`config.mk`:
```
export PLATFORM = sky130hd
export DESIGN_NAME = buff_clock
export DESIGN_NICKNAME = d
export VERILOG_FILES = /design/src/rtl/buff_clock_pkg.sv /design/src/rtl/buff_clock_clk_gate_cell.sv /design/src/rtl/buff_clock.sv
export SDC_FILE = /design/constraint.sdc
export NUM_CORES = 1
export LEC_CHECK = 0
export ABC_AREA = 1
export BUFFER_PORTS_ARGS = -buffer_cell sky130_fd_sc_hd__buf_2
export CORE_MARGIN = 2
export CORE_UTILIZATION = 46
export CTS_CLUSTER_SIZE = 14
export DETAILED_ROUTE_END_ITERATION = 12
export PLACE_DENSITY = 0.78
export REMOVE_ABC_BUFFERS = 1
export SKIP_LAST_GASP = 1
export SYNTH_ARGS = -nofsm -noshare
export SYNTH_HDL_FRONTEND = slang
export SYNTH_HIERARCHICAL = 1
export SYNTH_SLANG_ARGS = --single-unit
```
`constraint.sdc`:
```
create_clock -name clk -period 1.1 [get_ports clk]
set_input_delay 0.22 -clock clk [delete_from_list [all_inputs] [get_ports clk]]
set_output_delay 0.22 -clock clk [all_outputs]
set_load 0.1 [all_outputs]
```
`src/rtl/buff_clock_pkg.sv`:
```
// Shared constants for the buff_clock local clock-root buffer.
`timescale 1ns/1ps
package buff_clock_pkg;

    localparam int CNT_W_DEF = 16;

endpackage

```
`src/rtl/buff_clock_clk_gate_cell.sv`:
```
// Integrated clock-gate equivalent: low-transparent latch followed by an AND.
// Kept as its own cell so a library ICG can be dropped in without touching the top.
`timescale 1ns/1ps
module clk_gate_cell (
    input  logic i_clk,
    input  logic i_en,
    output logic o_gclk,
    output logic o_gate
);

    logic r_gate;

    // Gate may only change while the clock is low, which rules out runt pulses.
    always_latch begin
        if (!i_clk) begin
            r_gate <= i_en;
        end
    end

    assign o_gclk = i_clk & r_gate;
    assign o_gate = r_gate;

endmodule

```
`src/rtl/buff_clock.sv`:
```
// Glitch-free gated clock buffer with synchronous enable/reset and a counter
// of buffered rising edges for monitoring.
`timescale 1ns/1ps
module buff_clock
    import buff_clock_pkg::*;
#(
    parameter int CNT_W = CNT_W_DEF
) (
    input  logic             clk,
    input  logic             rst_n,
    input  logic             en,
    output logic             buff_clk,
    output logic             active,
    output logic [CNT_W-1:0] edge_cnt
);

    logic             r_run;
    logic [CNT_W-1:0] r_edge_cnt;
    logic             w_gate;
    logic             w_gclk;

    // Enable register; reset dominates a simultaneous enable.
    always_ff @(posedge clk) begin
        if (!rst_n) begin
            r_run <= 1'b0;
        end else begin
            r_run <= en;
        end
    end

    clk_gate_cell u_gate (
        .i_clk  (clk),
        .i_en   (r_run),
        .o_gclk (w_gclk),
        .o_gate (w_gate)
    );

    // An open gate at a clk rising edge is exactly a buff_clk rising edge.
    always_ff @(posedge clk) begin
        if (!rst_n) begin
            r_edge_cnt <= '0;
        end else if (w_gate) begin
            r_edge_cnt <= r_edge_cnt + CNT_W'(1);
        end else begin
            r_edge_cnt <= r_edge_cnt;
        end
    end

    assign buff_clk = w_gclk;
    assign active   = w_gate;
    assign edge_cnt = r_edge_cnt;

endmodule

```
==> reports/summary.txt, run 1 <==
Post-DP HPWL = 2.12 mm
Die Ht = 47.5 microns
mapped cell area = 870 sq um
Die Wd = 47.5 microns
PostCTS Resize Cnt = 50
status = aborted with a tool error
count of different cell masters after synthesis = 22
Ys Warns = 6
Setup Fix Bufs, Post-CTS = 15
Yosys reg bits = 18
row count = 15
Halt Reason = [ERROR DPL-0033] detailed placement checks failed during check placement.
Exit stage = clock tree synthesis
PortBufs = 20
CTS Hold Bufs = 1
Avg Synthesized Cell Area = 6.96 sq um
RD Place Congestion = 0.890
Ports = 21
Starting Density = 49.8%
Syn Inst Count = 125
[per-stage QoR]
step           utilization, %  TNS, ns  instances  instance area, sq um  setup slack [ns]
3_5_place_dp             80.3   -10.88        189                  1400            -0.782
2_1_floorplan               -   -24.51        123                   857             -1.55
3_3_place_gp             80.3    -9.57        189                  1400            -0.661
[kinds of logic after synthesis]
| logic type | share of synthesized area [%] |
|---|---|
| AOI/OAI and AO/OA | 9.07 |
| xor gates and xnor gates | 1.01 |
| adders and majority gates | 1.44 |
| buffers and inverters | 8.78 |
| DFF | 39.1 |
| latches | 1.73 |
| and+or+nand+nor | 38.8 |
[synth_stat cells]
library cell / instances / area, sq um
inv_1: 15 / 56.3
nor3_1: 1 / 5.00
and3_1: 1 / 6.26
nor2_1: 24 / 90.1
o21ai_0: 4 / 20.0
xor2_1: 1 / 8.76
inv_2: 2 / 7.51
dlxtn_1: 1 / 15.0
buf_2: 1 / 5.00
nand4_1: 2 / 12.5
nand2_1: 24 / 90.1
dfxtp_1: 17 / 340
nor2_2: 1 / 6.26
buf_4: 1 / 7.51
o21a_1: 1 / 7.51
a21oi_1: 7 / 35.0
nand2_2: 6 / 37.5
a211oi_1: 1 / 7.51
nor2_4: 4 / 45.0
ha_1: 1 / 12.5
nand3_1: 9 / 45.0
a21oi_2: 1 / 8.76
==> run 2, diff against run 1 <==
CORE_AREA = 2 2 63 65   (was unset)
CORE_MARGIN = unset   (was 2)
CORE_UTILIZATION = unset   (was 46)
CTS_CLUSTER_SIZE = unset   (was 14)
DIE_AREA = 0 0 65 67   (was unset)
PLACE_DENSITY = unset   (was 0.78)
PLACE_DENSITY_LB_ADDON = 0.15   (was unset)
clock period = 1.4 ns   (was 1.1 ns; I/O delays follow)
==> reports/summary.txt, run 2 <==
Setup crit start kind = latch
mapped cell area = 870 sq um (unchanged)
Int Pwr = 987 uW
Sequential Power Share = 37.5%
row count = 22 (+7)
antenna diode count = 0
Final Max Tran Viols = 0
switch share = 28.3%
layout overhead on the synthesized area = 82.6%
final hold violation count = 0
clock power share = 52.7%
RD Place Congestion = 0.772 (-13%)
top cells by area, synth = dfxtp_1, nand2_1, nor2_1, inv_1, nand3_1
Cell Chain, Critical Path = nand2_2 -> inv_2 -> buf_12
Wirelength per Cell = 10.8 microns
CTS Hold Bufs = 0 (-1)
die area = 0.00436 sq mm
number of flip-flops in the largest register = 16
failing checks = setup timing
final worst setup slack = -0.718 ns
Starting Density = 24.1% (-26 points)
max cap viols = 0
commonest non-fill, non-tap cell in the layout = nor2_1
RSZ-0062 raised after global routing = yes
crit end category = output pin
Post-DP HPWL = 1.66 mm (-22%)
Worst EP required = 1.12 ns
nets = 173
Yosys reg bits = 18 (unchanged)
GR Util All Layers = 12.1%
worst hold slack = 0.0850 ns
initial antenna violation count = 0
via count = 935
Core Area = 0.00361 sq mm
peak ir drop on the vdd network = 1.05 mV
initial DRC count = 45
Leak Pwr = 0.657 nW
Yosys top cell by area = dfxtp_1
Ys Warns = 6 (unchanged)
count of different cell masters after synthesis = 22 (unchanged)
PortBufs = 20 (unchanged)
WS Path Type = latch to output pin
Die Wd = 65 microns (+37%)
Worst-Skew Late Latency = 0.40 ns
Hold Path Class = input port to flop
Die Ht = 67 microns (+41%)
# DRC = 0
P_sw = 390 uW
Setup-failing EPs final = 19
Clock Skews = 0.0311 ns
total power = 1.38 mW
CP max-delay cell = dlxtn_4
first-pass GRT wire length = 3.77 mm
Post-synth top flop = dfxtp_1
Arr. time, crit path = 1.84 ns
setup slack after placement = -0.577 ns (+0.206 ns)
largest net degree at the start of global routing = 15
Synth top cells by count = nand2_1, nor2_1, dfxtp_1, inv_1, nand3_1
Comb pwr share = 9.8%
Post-synth EDFFs = 0 (unchanged)
Ports = 21 (unchanged)
crit-path max FO = 4
worst-margin pin slew = 0.292 ns
grt ovf = 0
WP buf/inv = 2
vias in the first global route = 929
most frequent cells in the layout = nor2_1, nand2_1, buf_12
clock-pin slew on the worst setup and hold paths = 0.07 ns
status = finished, violations left
PD cells = 867 mW/mm^2
post-DR vias/cell = 4.33
final wirelength = 2.34 mm
Fillers = 352
CTS tree = yes
setup tns final = -8.95 ns
fraction of final layout cells sized beyond drive strength 1 = 44.0%
crit-path max cell delay = 0.45 ns
asr flop ratio synth = 0% (unchanged)
non-filler cells, final = 216
Avg Synthesized Cell Area = 6.96 sq um (unchanged)
Syn Inst Count = 125 (unchanged)
Placed Cells = 204 (+7.9%)
Antenna Nets Post-Route = 0
share of the synthesized area in the top cell type = 39.1% (unchanged)
Slew headroom = 80.6%
Top Family by Delay on Critical Path = latches
DR pass1 iterations = 4
-- run 2: cells by family after synthesis --
kind of cell             after synthesis  synth area share, %
AO/OA/AOI/OAI                         14                 9.07
XOR/XNOR                               1                 1.01
adder cells (fa/ha/maj)                1                 1.44
buffers and inverters                 19                 8.78
flip-flops                            17                 39.1
latches                                1                 1.73
AND/OR/NAND/NOR                       72                 38.8
-- run 2: area by class of cell --
type                            instances  area (sq um)  share of cell area (%)
Timing Repair Buffer                   37           497                    31.3
Sequential cell                        18           362                    22.8
Clock buffer                            8           106                    6.70
Tap cell                               48          60.1                    3.78
Clock inverter                          1          3.75                   0.236
Inverter                               16          62.6                    3.94
Multi-Input combinational cell         88           497                    31.3
-- run 2: final timing paths --
| check | to | startpoint | slack [ns] | cells after the start |
|---|---|---|---|---|
| worst min-delay path | r_run | en | 0.09 | 3 |
| worst max-delay path | buff_clk | u_gate/o_gate | -0.72 | 3 |
| worst max register to register | edge_cnt[9] | u_gate/o_gate | -0.64 | 8 |
| worst min register to register | u_gate/o_gate | r_run | 0.41 | 0 |
-- run 2: power by group through the flow --
stage	sequential (mW)	clock [mW]	combinational [mW]
after global routing	0.517	0.769	0.142
after CTS	0.515	0.739	0.124
after global placement	0.526	0.0750	0.115
after detailed placement	0.527	0.0750	0.115
after floorplan	0.572	0.0683	0.0177
final	0.517	0.726	0.134
-- run 2: worst register-to-register path: cells and delay by family (launching register included) --
kind                   cells  cell delay, ns
latches                    1            0.45
and+or+nand+nor            5            0.48
buffers and inverters      3            0.27
-- run 2: metal layers --
metal  vias up  track usage, %  routed length, microns
li1        481               -                       -
met1       413            13.2                    1020
met2        28            17.7                    1090
met3        13            3.04                     122
met4         0            14.6                     110
met5         -               0                       0
-- run 2: timing repair --
action                                  CTS  global route
endpoints found under the setup margin   19            21
gates resized for setup                  18            14
pin swaps                                 3             3
hold endpoints to repair                  0             0
setup buffers                             2             4
-- run 2: through the flow --
stage | utilization (%) | cell area [sq um]
floorplan | - | 857
global placement | 38.0 | 1370
detailed placement | 38.0 | 1370
CTS | 42.2 | 1520
global route | 44.0 | 1590
finish | 44.0 | 1590
Power figures use the tool's default switching activity.
